`src/rtl/rv_pipe_pkg.sv`:
```
// Shared pipeline definitions: control bundle width, control bit positions and the NOP bundle.
package rv_pipe_pkg;

  localparam int CTRL_W = 11;

  localparam int REG_WRITE  = 0;
  localparam int MEM_READ   = 1;
  localparam int MEM_WRITE  = 2;
  localparam int MEM_TO_REG = 3;
  localparam int ALU_SRC    = 4;
  localparam int BRANCH     = 5;
  localparam int JUMP       = 6;
  localparam int ALU_OP_LO  = 7;
  localparam int ALU_OP_HI  = 10;

  localparam logic [CTRL_W-1:0] CTRL_NOP = '0;

endpackage

```
`src/rtl/id_ex_stage_if.sv`:
```
// Decode-to-execute bundle: decode side inputs, registered EX outputs, hazard/stall and bubble counter.
interface id_ex_stage_if #(
  parameter int CTRL_W = rv_pipe_pkg::CTRL_W,
  parameter int CNT_W  = 16
);
  logic              flush_i;
  logic              stall_i;
  logic              id_valid_i;
  logic [31:0]       id_pc_i;
  logic [4:0]        id_rs1_i;
  logic [4:0]        id_rs2_i;
  logic [4:0]        id_rd_i;
  logic              id_uses_rs1_i;
  logic              id_uses_rs2_i;
  logic [31:0]       id_reg1_i;
  logic [31:0]       id_reg2_i;
  logic [31:0]       id_imm_i;
  logic [CTRL_W-1:0] id_ctrl_i;

  logic              ex_valid_o;
  logic [31:0]       ex_pc_o;
  logic [31:0]       ex_reg1_o;
  logic [31:0]       ex_reg2_o;
  logic [31:0]       ex_imm_o;
  logic [4:0]        ex_rs1_o;
  logic [4:0]        ex_rs2_o;
  logic [4:0]        ex_rd_o;
  logic [CTRL_W-1:0] ex_ctrl_o;
  logic              hazard_stall_o;
  logic [CNT_W-1:0]  bubble_cnt_o;

  modport master (
    output flush_i, stall_i, id_valid_i, id_pc_i, id_rs1_i, id_rs2_i, id_rd_i,
           id_uses_rs1_i, id_uses_rs2_i, id_reg1_i, id_reg2_i, id_imm_i, id_ctrl_i,
    input  ex_valid_o, ex_pc_o, ex_reg1_o, ex_reg2_o, ex_imm_o, ex_rs1_o, ex_rs2_o,
           ex_rd_o, ex_ctrl_o, hazard_stall_o, bubble_cnt_o
  );

  modport slave (
    input  flush_i, stall_i, id_valid_i, id_pc_i, id_rs1_i, id_rs2_i, id_rd_i,
           id_uses_rs1_i, id_uses_rs2_i, id_reg1_i, id_reg2_i, id_imm_i, id_ctrl_i,
    output ex_valid_o, ex_pc_o, ex_reg1_o, ex_reg2_o, ex_imm_o, ex_rs1_o, ex_rs2_o,
           ex_rd_o, ex_ctrl_o, hazard_stall_o, bubble_cnt_o
  );
endinterface

```
`src/rtl/hazard_detect.sv`:
```
// Load-use detector: a load in EX whose destination is read by the real instruction in decode.
module hazard_detect (
  input  logic       id_valid,
  input  logic [4:0] id_rs1,
  input  logic [4:0] id_rs2,
  input  logic       id_uses_rs1,
  input  logic       id_uses_rs2,
  input  logic       ex_valid,
  input  logic       ex_mem_read,
  input  logic [4:0] ex_rd,
  output logic       load_use
);
  logic rs1_hit;
  logic rs2_hit;

  assign rs1_hit = id_uses_rs1 && (id_rs1 == ex_rd);
  assign rs2_hit = id_uses_rs2 && (id_rs2 == ex_rd);

  // x0 is never really written, so a load targeting it cannot create a dependency
  assign load_use = id_valid && ex_valid && ex_mem_read && (ex_rd != 5'd0) && (rs1_hit || rs2_hit);
endmodule

```
`src/rtl/id_ex_stage.sv`:
```
// ID/EX pipeline register with load-use bubble insertion, flush, downstream hold
// and a saturating count of inserted load-use bubbles.
module id_ex_stage #(
  parameter int CTRL_W = rv_pipe_pkg::CTRL_W,
  parameter int CNT_W  = 16
) (
  input logic           clk_i,
  input logic           reset_i,
  id_ex_stage_if.slave  bus
);
  localparam int MR = rv_pipe_pkg::MEM_READ;

  logic             load_use;
  logic             hold;
  logic             make_bubble;
  logic             count_bubble;
  logic [CNT_W-1:0] cnt;

  hazard_detect u_hazard (
    .id_valid    (bus.id_valid_i),
    .id_rs1      (bus.id_rs1_i),
    .id_rs2      (bus.id_rs2_i),
    .id_uses_rs1 (bus.id_uses_rs1_i),
    .id_uses_rs2 (bus.id_uses_rs2_i),
    .ex_valid    (bus.ex_valid_o),
    .ex_mem_read (bus.ex_ctrl_o[MR]),
    .ex_rd       (bus.ex_rd_o),
    .load_use    (load_use)
  );

  // Stall still reports the hazard: the load stays in EX, so decode must hold as well
  assign bus.hazard_stall_o = load_use && !bus.flush_i;

  assign hold         = bus.stall_i && !bus.flush_i;
  assign count_bubble = load_use && !bus.flush_i && !bus.stall_i;
  assign make_bubble  = bus.flush_i || load_use || !bus.id_valid_i;

  always_ff @(posedge clk_i or posedge reset_i) begin
    if (reset_i) begin
      bus.ex_valid_o <= 1'b0;
      bus.ex_pc_o    <= '0;
      bus.ex_reg1_o  <= '0;
      bus.ex_reg2_o  <= '0;
      bus.ex_imm_o   <= '0;
      bus.ex_rs1_o   <= '0;
      bus.ex_rs2_o   <= '0;
      bus.ex_rd_o    <= '0;
      bus.ex_ctrl_o  <= '0;
    end else if (!hold) begin
      if (make_bubble) begin
        bus.ex_valid_o <= 1'b0;
        bus.ex_pc_o    <= '0;
        bus.ex_reg1_o  <= '0;
        bus.ex_reg2_o  <= '0;
        bus.ex_imm_o   <= '0;
        bus.ex_rs1_o   <= '0;
        bus.ex_rs2_o   <= '0;
        bus.ex_rd_o    <= '0;
        bus.ex_ctrl_o  <= '0;
      end else begin
        bus.ex_valid_o <= 1'b1;
        bus.ex_pc_o    <= bus.id_pc_i;
        bus.ex_reg1_o  <= bus.id_reg1_i;
        bus.ex_reg2_o  <= bus.id_reg2_i;
        bus.ex_imm_o   <= bus.id_imm_i;
        bus.ex_rs1_o   <= bus.id_rs1_i;
        bus.ex_rs2_o   <= bus.id_rs2_i;
        bus.ex_rd_o    <= bus.id_rd_i;
        bus.ex_ctrl_o  <= bus.id_ctrl_i;
      end
    end
  end

  always_ff @(posedge clk_i or posedge reset_i) begin
    if (reset_i) begin
      cnt <= '0;
    end else if (count_bubble && (cnt != {CNT_W{1'b1}})) begin
      cnt <= cnt + {{(CNT_W-1){1'b0}}, 1'b1};
    end
  end

  assign bus.bubble_cnt_o = cnt;
endmodule

```
`src/flat_wrapper.sv`:
```
// flat-port wrapper written by rule: the top's interface ports become plain ports
module id_ex_stage_flat 
#(
  parameter int CTRL_W = rv_pipe_pkg::CTRL_W,
  parameter int CNT_W  = 16
)
  (clk_i, reset_i, bus_flush_i, bus_stall_i, bus_id_valid_i, bus_id_pc_i, bus_id_rs1_i, bus_id_rs2_i, bus_id_rd_i, bus_id_uses_rs1_i, bus_id_uses_rs2_i, bus_id_reg1_i, bus_id_reg2_i, bus_id_imm_i, bus_id_ctrl_i, bus_ex_valid_o, bus_ex_pc_o, bus_ex_reg1_o, bus_ex_reg2_o, bus_ex_imm_o, bus_ex_rs1_o, bus_ex_rs2_o, bus_ex_rd_o, bus_ex_ctrl_o, bus_hazard_stall_o, bus_bubble_cnt_o);
  id_ex_stage_if #(.CTRL_W(CTRL_W), .CNT_W(CNT_W)) bus_i ();
  input logic clk_i;
  input logic reset_i;
  input wire logic [$bits(bus_i.flush_i)-1:0] bus_flush_i;
  input wire logic [$bits(bus_i.stall_i)-1:0] bus_stall_i;
  input wire logic [$bits(bus_i.id_valid_i)-1:0] bus_id_valid_i;
  input wire logic [$bits(bus_i.id_pc_i)-1:0] bus_id_pc_i;
  input wire logic [$bits(bus_i.id_rs1_i)-1:0] bus_id_rs1_i;
  input wire logic [$bits(bus_i.id_rs2_i)-1:0] bus_id_rs2_i;
  input wire logic [$bits(bus_i.id_rd_i)-1:0] bus_id_rd_i;
  input wire logic [$bits(bus_i.id_uses_rs1_i)-1:0] bus_id_uses_rs1_i;
  input wire logic [$bits(bus_i.id_uses_rs2_i)-1:0] bus_id_uses_rs2_i;
  input wire logic [$bits(bus_i.id_reg1_i)-1:0] bus_id_reg1_i;
  input wire logic [$bits(bus_i.id_reg2_i)-1:0] bus_id_reg2_i;
  input wire logic [$bits(bus_i.id_imm_i)-1:0] bus_id_imm_i;
  input wire logic [$bits(bus_i.id_ctrl_i)-1:0] bus_id_ctrl_i;
  output wire logic [$bits(bus_i.ex_valid_o)-1:0] bus_ex_valid_o;
  output wire logic [$bits(bus_i.ex_pc_o)-1:0] bus_ex_pc_o;
  output wire logic [$bits(bus_i.ex_reg1_o)-1:0] bus_ex_reg1_o;
  output wire logic [$bits(bus_i.ex_reg2_o)-1:0] bus_ex_reg2_o;
  output wire logic [$bits(bus_i.ex_imm_o)-1:0] bus_ex_imm_o;
  output wire logic [$bits(bus_i.ex_rs1_o)-1:0] bus_ex_rs1_o;
  output wire logic [$bits(bus_i.ex_rs2_o)-1:0] bus_ex_rs2_o;
  output wire logic [$bits(bus_i.ex_rd_o)-1:0] bus_ex_rd_o;
  output wire logic [$bits(bus_i.ex_ctrl_o)-1:0] bus_ex_ctrl_o;
  output wire logic [$bits(bus_i.hazard_stall_o)-1:0] bus_hazard_stall_o;
  output wire logic [$bits(bus_i.bubble_cnt_o)-1:0] bus_bubble_cnt_o;
  assign bus_i.flush_i = bus_flush_i;
  assign bus_i.stall_i = bus_stall_i;
  assign bus_i.id_valid_i = bus_id_valid_i;
  assign bus_i.id_pc_i = bus_id_pc_i;
  assign bus_i.id_rs1_i = bus_id_rs1_i;
  assign bus_i.id_rs2_i = bus_id_rs2_i;
  assign bus_i.id_rd_i = bus_id_rd_i;
  assign bus_i.id_uses_rs1_i = bus_id_uses_rs1_i;
  assign bus_i.id_uses_rs2_i = bus_id_uses_rs2_i;
  assign bus_i.id_reg1_i = bus_id_reg1_i;
  assign bus_i.id_reg2_i = bus_id_reg2_i;
  assign bus_i.id_imm_i = bus_id_imm_i;
  assign bus_i.id_ctrl_i = bus_id_ctrl_i;
  assign bus_ex_valid_o = bus_i.ex_valid_o;
  assign bus_ex_pc_o = bus_i.ex_pc_o;
  assign bus_ex_reg1_o = bus_i.ex_reg1_o;
  assign bus_ex_reg2_o = bus_i.ex_reg2_o;
  assign bus_ex_imm_o = bus_i.ex_imm_o;
  assign bus_ex_rs1_o = bus_i.ex_rs1_o;
  assign bus_ex_rs2_o = bus_i.ex_rs2_o;
  assign bus_ex_rd_o = bus_i.ex_rd_o;
  assign bus_ex_ctrl_o = bus_i.ex_ctrl_o;
  assign bus_hazard_stall_o = bus_i.hazard_stall_o;
  assign bus_bubble_cnt_o = bus_i.bubble_cnt_o;
  id_ex_stage #(.CTRL_W(CTRL_W), .CNT_W(CNT_W)) u_core (.clk_i(clk_i), .reset_i(reset_i), .bus(bus_i));
endmodule
```
`config.mk`:
```
export PLATFORM = sky130hd
export DESIGN_NAME = id_ex_stage_flat
export DESIGN_NICKNAME = d
export VERILOG_FILES = /design/src/rtl/rv_pipe_pkg.sv /design/src/rtl/id_ex_stage_if.sv /design/src/rtl/hazard_detect.sv /design/src/rtl/id_ex_stage.sv /design/src/flat_wrapper.sv
export SDC_FILE = /design/constraint.sdc
export NUM_CORES = 1
export LEC_CHECK = 0
export BUFFER_PORTS_ARGS = -buffer_cell sky130_fd_sc_hd__buf_2
export CORE_MARGIN = 2
export CORE_UTILIZATION = 36
export CTS_BUF_LIST = sky130_fd_sc_hd__clkbuf_16
export CTS_CLUSTER_DIAMETER = 80
export CTS_CLUSTER_SIZE = 16
export DETAILED_ROUTE_END_ITERATION = 7
export PLACE_DENSITY_LB_ADDON = 0.1
export SLEW_MARGIN = 10
export SYNTH_ARGS = -nofsm -noshare
export SYNTH_HDL_FRONTEND = slang
export SYNTH_SLANG_ARGS = --single-unit
export TNS_END_PERCENT = 50
```
`constraint.sdc`:
```
create_clock -name clk_i -period 6.4 [get_ports clk_i]
set_input_delay 0.96 -clock clk_i [delete_from_list [all_inputs] [get_ports clk_i]]
set_output_delay 0.96 -clock clk_i [all_outputs]
set_load 0.005 [all_outputs]
```
* Word level (Yosys, flattened, before mapping)
Cells that the tools add are included.
** Cells by class
- $add $sub $neg :: 1
- Equality and inequality tests :: 3
- Mux-type cells :: 9
- Reduce and logical (&&, ||, !) cells :: 17
** Operators with widths (count)
- two-way mux 32 bit :: 4
- adder 16 x 1 -> 16 bit (second input constant) :: 1
- inequality test 16 bit (second input constant) :: 1
- two-way mux 5 bit :: 3
- two-way mux 11 bit :: 1
- equality test 5 bit :: 2
- logical AND 1 bit :: 10
- nonzero test 5 bit :: 1
- zero test 1 bit :: 3
- logical OR 1 bit :: 3
- two-way mux 1 bit :: 1
** Word-level totals
- Register bits :: 171
- Bits of input ports :: 161
- Output and inout port bits :: 172
- Logic and storage cells :: 40

* Longest topological paths before layout
Gate-level depths: netlist of run 1.
- Depth after elaboration :: 7
- Depth in mapped cells :: 7
- Gate-level depth less buffers :: 6

* Cells and area by module
Synthesis of run 1 repeated with hierarchy kept, for this count alone.
** Second synthesis, totals
- Cells, all modules :: 438
- Area, all modules :: 6342.3 µm²
** By module, submodules not included
- id_ex_stage :: times used 1, cells each 421, area an instance 6211.0 µm², seq. area each 4279.1 µm²
- hazard_detect :: times used 1, cells each 17, area an instance 131.4 µm², seq. area each 0.0 µm²

* Least setup slack after synthesis of run 1
OpenSTA, ideal clock, no wires.
- Path type :: input to output
- Start point :: input bus_id_rs1_i[1]
- End point :: output bus_hazard_stall_o
- Arrival :: 2.051 ns
- Required time :: 5.440 ns
- Slack :: 3.389 ns
- Stages :: 5
- Path buffers :: 1
- Cell sequence :: xnor2_1 > nand4_1 > o22ai_2 > clkbuf_1 > and4b_1
** Between the ends
- Cells in the longest elaborated chain, start to end :: 5
** Ends and longest elaborated chain
- from (decl) :: line flat_wrapper.sv:15 : input wire logic [$bits(bus_i.id_rs1_i)-1:0] bus_id_rs1_i;
- equality test 5 bit :: line hazard_detect.sv:16 : assign rs1_hit = id_uses_rs1 && (id_rs1 == ex_rd);
- logical AND 1 bit :: line hazard_detect.sv:16
- logical OR 1 bit :: line hazard_detect.sv:20 : assign load_use = id_valid && ex_valid && ex_mem_read && (ex_rd != 5'd0) && (rs1_hit || rs2_hit);
- logical AND 1 bit :: line hazard_detect.sv:20
- logical AND 1 bit :: line id_ex_stage.sv:32 : assign bus.hazard_stall_o = load_use && !bus.flush_i;
- to (decl) :: line flat_wrapper.sv:33 : output wire logic [$bits(bus_i.hazard_stall_o)-1:0] bus_hazard_stall_o;
Every way passes these cells.

* Worst setup path after layout of run 1
- Start point :: input bus_id_rs1_i[3]
- End point :: output bus_hazard_stall_o
Same word-level chain as after synthesis.

==> metrics list, run 1 <==
* Routed wire length per instance: between 15 and 20 µm
* Most numerous cell on the critical path: buf_2
- Die outline width: 139 µm
- Critical Path Start Type: primary input
- Clock skew on the completed layout was measured at 0.00825 ns.
- The detailed router finished its first iteration with 219 violations.
- Yosys printed 0 warnings.
- Root cell of the clock tree: clkbuf_16
- Worst setup EP type: output port
- For this design the static power due to leakage is 4.94 nW.
* Clock Sinks: 171
- Number of distinct standard cells referenced by the synthesized netlist: 30
* CP top delay family: compound AO/OA/AOI/OAI gates
- The first global-routing pass estimated ~30000 µm of wire.
* Period Utilization, post-route: 52.5%
- Synthesis produced 447 cells.
- In the routed layout, each cell is associated on average with a via count of between 5 and 6.
- The signal on the critical path passes through buf_2, xnor2_1, nand4_1, o22ai_2, and4b_1, buf_2.
* Height of the chip: 139 µm
- The first TritonRoute pass finished after 4 iterations.
* Finished Core Util: 49.5%
- Synthesized cell area: 6530 µm²
- The share of the Yosys chip area taken by registers is 65.5%.
- Final hold analysis gives a worst-case slack of 0.493 ns.
- Max-cap violations in this run came to 0.
* Flops & latches, synth: 171
- For this configuration, the core starts out at a cell density of 36.5%.
- The average instance in the mapped netlist occupies 14.6 µm².
- Clock Latency Late Sink: 0.42 ns
- Port Buffers: 332
- The HPWL after detailed placement is 12700 µm.
* Hold bufs inserted after CTS: 0
- Across the VDD grid, the largest voltage drop is around 0.00022 V.
- The floorplan step defined a die boundary enclosing 19200 µm².
- The routed design has 18300 µm of wire.
- Cell at the slowest stage of the critical path: o22ai_2
- Worst max-slew margin expressed relative to the limit: 32.1%
* Status: complete, no violations
- For the pin with the worst max-slew slack, the measured transition is 1.02 ns.
- Pwr Total: 2.43 mW
- On the worst path, the slowest cell contributes a delay of 0.65 ns.
- Area of the multi-input gates: 1940 µm²
- Sequential cell area in the final layout: around 4300 µm²
- The via count of the first global-routing pass came to 5275.
- Count of standard-cell rows: 49
* Final Hold Viols: 0
- Number of slew-limit violations in the final report: 0
- Antenna violation net count after detailed routing: 0
- Pin count of the biggest net entering global routing: 104
* Number of buffer and inverter instances along the worst setup path: 2
- The initial antenna violation count is 3.
- Max H-tree Level: 4
* CTS tree: done
- DR DRC count: 0
- In this run the standard cell core region covers ~18000 µm².
- Total power per unit cell area: 274 nW/µm²
* Clock tree buffer depth: 2
- The number of nets handed over by synthesis was 609.
- From synthesis to final layout, the design area changed by 35.5%.
* Via count of the routed design: approximately 5.1k
- Total Nets Final: 927
- Global routing consumed, over all layers together, between 10% and 20% of the routing resources.
* Arrival time at the worst endpoint: 2.40 ns
- At the worst endpoint, the required time is 5.44 ns.
* Final GP Congestion: 0.841
* Post-CTS setup buffer count: 0
- Total negative setup slack: 0 ns
* Final global-route overflow total: 0
- The worst setup path is of the primary input to output port kind.
- In this run the worst hold path is classified as register to register.
- Layout cell share with drive strength beyond 1: 47.4%
* Number of buffers inserted during clock tree synthesis: 17
- Number of gates resized after CTS: 0
* Setup Viol. Count Final: 0
* RSZ-0062 raised after global routing: false
- I/O Pins: 333
- Counting I/O delays and the setup requirement, the final critical path takes 3.36 ns.
- F_max: 298 MHz
- The layout has 1654 filler cells.
- After clock tree synthesis, the clock-pin slew on the worst setup and hold paths is 0.06 ns.
- In this run the worst path has a maximum fanout of 17.
[cell usage after synthesis, drive strengths merged]
| master | instances | area share, % |
|---|---|---|
| a21boi | 1 | 0.11 |
| a21o | 1 | 0.11 |
| a21oi | 1 | 0.25 |
| a22o | 154 | 21 |
| and3 | 6 | 0.57 |
| and4 | 1 | 0.13 |
| and4b | 1 | 0.15 |
| buf | 19 | 3.8 |
| clkbuf | 19 | 1.1 |
| dfrtp | 171 | 65 |
| ha | 1 | 0.19 |
| inv | 2 | 0.11 |
| mux2 | 1 | 0.17 |
| nand2 | 5 | 0.29 |
| nand2b | 1 | 0.096 |
| nand3 | 9 | 0.69 |
| nand4 | 13 | 1.2 |
| nor2 | 5 | 0.29 |
| nor2b | 1 | 0.096 |
| nor3 | 1 | 0.077 |
| nor3b | 1 | 0.11 |
| nor4 | 4 | 0.38 |
| o22ai | 1 | 0.19 |
| o311a | 1 | 0.15 |
| or3 | 1 | 0.096 |
| or3b | 1 | 0.13 |
| xnor2 | 25 | 3.4 |
[layout by cell type (no fill, tap or decap), types with 2 or more instances in the layout]
cell / instances
inv_1: 4
nor2_1: 5
clkbuf_16: 17
inv_6: 2
xnor2_1: 25
nand4_1: 13
diode_2: 3
clkinv_4: 2
nor4_1: 4
buf_4: 5
nand2_1: 5
and3_1: 6
a22o_1: 154
nand3_1: 9
dfrtp_1: 171
bufinv_16: 5
clkinv_1: 3
buf_2: 332
[where the power goes]
group / internal [mW] / total (mW) / switching [mW]
logic: 0.0918 / 0.192 / 0.100
registers: 1.12 / 1.14 / 0.0211
clock network: 0.687 / 1.10 / 0.412
[cells by family after synthesis]
logic type,synth area share (%)
DFF,65.5
AOI/OAI and AO/OA,21.5
and+or+nand+nor,4.37
buffers and inverters,4.96
xor gates and xnor gates,3.35
muxes,0.172
adders and majority gates,0.191
[through the flow]
stage	setup WS, ns	cells	instance area, µm²
CTS	3.04	1007	8850
detailed placement	3.06	975	8220
floorplan	0.808	447	6530
finish	3.04	1010	8850
global placement	3.06	975	8220
global route	2.87	1010	8850
[registers in the layout, summed over array words and instances (netlist names)]
register and count:
u_core.bus.ex_imm_o 32, u_core.bus.ex_pc_o 32, u_core.bus.ex_reg1_o 32, u_core.bus.ex_reg2_o 32, u_core.bus.bubble_cnt_o 16, u_core.bus.ex_ctrl_o 11, u_core.bus.ex_rd_o 5, u_core.bus.ex_rs1_o 5
u_core.bus.ex_rs2_o 5, u_core.bus.ex_valid_o 1
[final timing paths]
path / from / endpoint / slack, ns / cells past startpoint
min in group asynchronous: reset_i / u_core.bus.ex_reg1_o[20]$_DFFE_PP0N_ / 0.74 / 2
worst max register to register: u_core.bus.ex_rd_o[0]$_DFFE_PP0N_ / u_core.bus.ex_reg2_o[5]$_DFFE_PP0N_ / 3.94 / 5
max in group asynchronous: reset_i / u_core.bus.ex_reg2_o[19]$_DFFE_PP0N_ / 4.21 / 3
worst min-delay path: u_core.bus.bubble_cnt_o[11]$_DFFE_PP0P_ / u_core.bus.bubble_cnt_o[11]$_DFFE_PP0P_ / 0.49 / 1
worst max-delay path: bus_id_rs1_i[3] / bus_hazard_stall_o / 3.04 / 6
worst min register to register: u_core.bus.bubble_cnt_o[11]$_DFFE_PP0P_ / u_core.bus.bubble_cnt_o[11]$_DFFE_PP0P_ / 0.49 / 1
[routing by layer]
layer | share of wire (%) | GRT usage (%) | vias up | wire, µm
met5 | 0 | 0 | - | 0
met2 | 51 | 32.0 | 199 | 9270
met4 | 2.5 | 7.02 | 0 | 465
li1 | - | - | 2344 | -
met1 | 41 | 23.6 | 2526 | 7480
met3 | 6.0 | 5.90 | 32 | 1110
[area by class of cell]
| cell class | instances | share of cell area (%) |
|---|---|---|
| multi-input combinational | 236 | 21.9 |
| clock buffer | 17 | 4.80 |
| timing repair buffer | 337 | 19.2 |
| clock inverter | 15 | 2.33 |
| antenna | 3 | 0.0848 |
| tap | 229 | 3.24 |
| sequential | 171 | 48.3 |
| inverter | 2 | 0.141 |
[worst reg2reg max path, cell delays in order, from the launching register on]
cell	delay, ns
dfrtp_1	0.46
or3_1	0.39
o311a_1	0.39
a21oi_4	0.18
buf_4	0.65
a22o_1	0.32
(Power assumes the default switching activity.)
==> run 2, diff against run 1 <==
Settings changed: ABC_AREA from default to 1.
Clock period 6.4 ns to 3.4 ns, I/O delays scaled along.
==> metrics list, run 2 <==
* Slowest Stage Delay on Critical Path: 0.43 ns (was 0.65 ns)
- The violation count after the first detailed-route iteration was 377 (was 219).
- The share of post-route cells with drive strength above 1 was 41.9% (was 47.4%).
- The register area came to 4280 µm² (unchanged).
* Placed wire-length estimate after detailed placement: 16300 µm (was 12700 µm)
- The commonest register cell after synthesis was dfrtp_1 (unchanged).
- The total power divided by cell area was 444 nW/µm² (was 274 nW/µm²).
- Number of buffers inserted during clock tree synthesis: 17 (unchanged)
- Number of synthesized flops with an enable pin: 0 (unchanged)
* Mapped Nets: 1028 (was 609)
- The class of the tightest hold or removal check is primary input to asynchronous set/reset pin (was register to register).
- Final GP Congestion: 0.817 (was 0.841)
- Routed wire length per instance: 15.8 µm (was 18.1 µm)
- The via count of the first global-routing pass was 6698 (was 5275).
* Initial cell density of the core: 36.9% (was 36.5%)
- The number of max-cap violations came to 0 (unchanged).
* Number of distinct standard cells referenced by the synthesized netlist: 31 (was 30)
- The share of the synthesized area in the top cell type came to 52.8% (was 65.5%).
* Pwr Total: 4.65 mW (was 2.43 mW)
- DR DRC count: 0 (unchanged)
- Timing would allow up to 418 MHz.
- The final number of hold-violating endpoints came to 0 (unchanged).
* CTS clock-pin slew for the worst setup and hold paths: 0.07 ns (was 0.06 ns)
- The global routing usage summed across all routing layers was 19.8% (was 19.2%).
- Synthesized cell area: 8100 µm² (was 6530 µm²)
- The peak fanout along the critical path was 5 (was 17).
- The most common cell after layout, fill and taps aside is buf_2 (unchanged).
- Dividing the final minimum period by the clock period gives 70.3%.
- The number of warnings reported in the yosys synthesis log was 0 (unchanged).
- Sequential-to-total area share from yosys stat: 52.8% (was 65.5%)
* Leading cell types in the layout, fill and taps excluded: buf_2, inv_1, nand3_1, dfrtp_1, o21ai_2 (was buf_2, dfrtp_1, a22o_1, xnor2_1, clkbuf_16)
* Root cell of the clock tree: clkbuf_16 (unchanged)
- The clock tree buffer depth is 2 (unchanged).
- Detailed-route wire length: 23300 µm (was 18300 µm)
* Full die area: 23700 µm² (was 19200 µm²)
- The number of failing setup endpoints in the final timing report is 0 (unchanged).
- Max H-tree Level: 4 (unchanged)
- The mean number of vias per cell was 4.64 (was 5.05).
* Cells along the critical path: inv_2, nand2_1, nand2_1, nor2_1, nand3_2, nand2_4, nand3_1, inv_1, buf_2 (was buf_2, xnor2_1, nand4_1, o22ai_2, and4b_1, buf_2)
* Cell at the slowest stage of the critical path: dfrtp_1 (was o22ai_2)
- Post-route insts no fill: 1473 (was 1010)
- Clock Latency Late Sink: 0.43 ns (was 0.42 ns)
- The category of the worst setup path capture point is an output port (unchanged).
- Area growth from synthesis to final layout: 29.3% (was 35.5%)
- The port buffer count was 332 (unchanged).
- The row count is 54 (was 49).
- The core region area came to 22000 µm² (was 17900 µm²).
- Shortest clock period the worst path allows after layout: 2.39 ns
- The clock skew was 0.0124 ns (was 0.00825 ns).
* Total Nets Final: 1342 (was 927)
- RSZ-0062 raised after global routing: false (unchanged)
* Worst max-slew margin expressed relative to the limit: 34.8% (was 32.1%)
* Number of slew-limit violations in the final report: 0 (unchanged)
- The post-route setup TNS was 0 ns (unchanged).
- Most numerous cell on the critical path: nand2_1 (was buf_2)
* Fill count: 2236 (was 1654)
- The pin count of the biggest net entering global routing came to 87 (was 104).
* Hold bufs inserted after CTS: 0 (unchanged)
* First-pass GRT wire length: 37100 µm (was 29500 µm)
- Post-CTS setup buffer count: 0 (unchanged)
- Share of flip-flops with an asynchronous set or reset after synthesis: 100% (unchanged)
* I/O Pins: 333 (unchanged)
- The average instance area after synthesis is 9.35 µm² (was 14.6 µm²).
- The startpoint type of the worst setup path is a register (was primary input).
- The height of the die came to 154 µm (was 139 µm).
- The critical setup path kind is register to output port (was primary input to output port).
* Number of gates resized after CTS: 0 (unchanged)
- The sum of overflow across all layers after global routing came to 0 (unchanged).
* Biggest area consumer among synthesized cells: dfrtp_1 (unchanged)
* Pre-antenna DRT Iters: 4 (unchanged)
- Area contributors post-synth: dfrtp_1, o21ai_2, nand3_1, inv_1, nand2_1 (was dfrtp_1, a22o_1, xnor2_1, buf_8, nand4_1).
- The CTS tree is done (unchanged).
* Most common cell in the synthesized netlist: inv_1 (was dfrtp_1)
- The initial antenna violation count was 4 (was 3).
- Die outline width: 154 µm (was 139 µm)
* Flops & latches, synth: 171 (unchanged)
* Antenna violation net count after detailed routing: 0 (unchanged)
- Post-synth top cells: inv_1, dfrtp_1, nand3_1 (was dfrtp_1, a22o_1, xnor2_1)
- Cell count after synthesis: 866 (was 447)
- The antenna diode count was 0 (was 3).
* Placed Instances: 1441 (was 975)
* Arrival time at the worst endpoint: 1.88 ns (was 2.40 ns)
* Finished Core Util: 47.7% (was 49.5%)
- Status: complete, no violations (unchanged)
- Maximum vdd ir drop: 0.000286 V (was 0.000220 V)
- The leakage component of the power came to 6.10 nW (was 4.94 nW).
- Clock Sinks: 171 (unchanged)
- Area of the multi-input gates: 2690 µm² (was 1940 µm²)
- Worst Tran Pin Value: 0.979 ns (was 1.02 ns)
- The data required time at the worst endpoint is 2.89 ns (was 5.44 ns).
- The routed via count is 6832 (was 5101).
==> run 2: cell types whose count changed after synthesis, sizes merged, moves of 5 or more <==
cell / before / now
o22ai: 1 / 6
nand2: 5 / 65
nand4: 13 / 3
clkbuf: 19 / 32
nor2: 5 / 27
o21ai: 0 / 151
inv: 2 / 189
o21bai: 0 / 12
xnor2: 25 / 0
a22o: 154 / 0
xor2: 0 / 8
and3: 6 / 1
nand3: 9 / 175
==> run 2: report_power, final <==
group	internal (mW)	total (mW)	switching [mW]
clock network	1.12	2.03	0.913
registers	2.10	2.14	0.0395
logic	0.188	0.474	0.286
==> run 2: path summary, 6_finish.rpt <==
path / to / cells past startpoint / from / slack (ns)
setup / recovery: bus_hazard_stall_o / 9 / u_core.bus.ex_rd_o[4]$_DFFE_PP0N_ / 1.01
hold / removal: u_core.bus.ex_reg2_o[29]$_DFFE_PP0N_ / 3 / reset_i / 0.22
setup reg to reg: u_core.bus.ex_imm_o[5]$_DFFE_PP0N_ / 8 / u_core.bus.ex_rd_o[4]$_DFFE_PP0N_ / 1.21
hold reg to reg: u_core.bus.ex_reg1_o[28]$_DFFE_PP0N_ / 2 / u_core.bus.ex_reg1_o[28]$_DFFE_PP0N_ / 0.51
max in group asynchronous: u_core.bus.ex_pc_o[24]$_DFFE_PP0N_ / 3 / reset_i / 2.74
min in group clk_i: u_core.bus.ex_reg2_o[8]$_DFFE_PP0N_ / 3 / bus_id_reg2_i[8] / 0.30
==> run 2: layout make-up <==
type,count,share of cell area [%]
sequential,171,40.9
clock buffer,17,4.06
clock inverter,15,1.70
multi-input combinational,454,25.6
inverter,189,6.83
tap,280,3.35
timing repair buffer,347,17.6
==> run 2: kinds of logic after synthesis <==
| group | after synthesis | share of synthesized area [%] |
|---|---|---|
| AO/OA/AOI/OAI | 171 | 15.7 |
| buffers and inverters | 241 | 14.0 |
| XOR/XNOR | 8 | 0.865 |
| adder cells (fa/ha/maj) | 1 | 0.154 |
| flip-flops | 171 | 52.8 |
| AND/OR/NAND/NOR | 274 | 16.4 |
==> run 2: routing by layer <==
layer / track usage (%) / part of all wire, % / vias up
met1: 25.2 / 44 / 3186
met5: 0 / 0.20 / -
met2: 32.3 / 48 / 216
met3: 5.89 / 6.8 / 34
li1: - / - / 3388
met4: 6.50 / 1.7 / 8
==> run 2: worst max-delay path: cells and delay by family, from the launching register on <==
family / cells / cell delay (ns)
flip-flops: 1 / 0.43
AND/OR/NAND/NOR: 6 / 0.70
buffers and inverters: 3 / 0.32
==> run 2: through the flow <==
stage | hold slack, ns | area, µm² | worst slack (ns)
floorplan | 0.503 | 8100 | 0.707
global placement | 0.491 | 9870 | 1.06
detailed placement | 0.499 | 9870 | 1.02
CTS | 0.268 | 10500 | 0.951
global route | 0.254 | 10500 | 0.835
finish | 0.216 | 10500 | 1.01
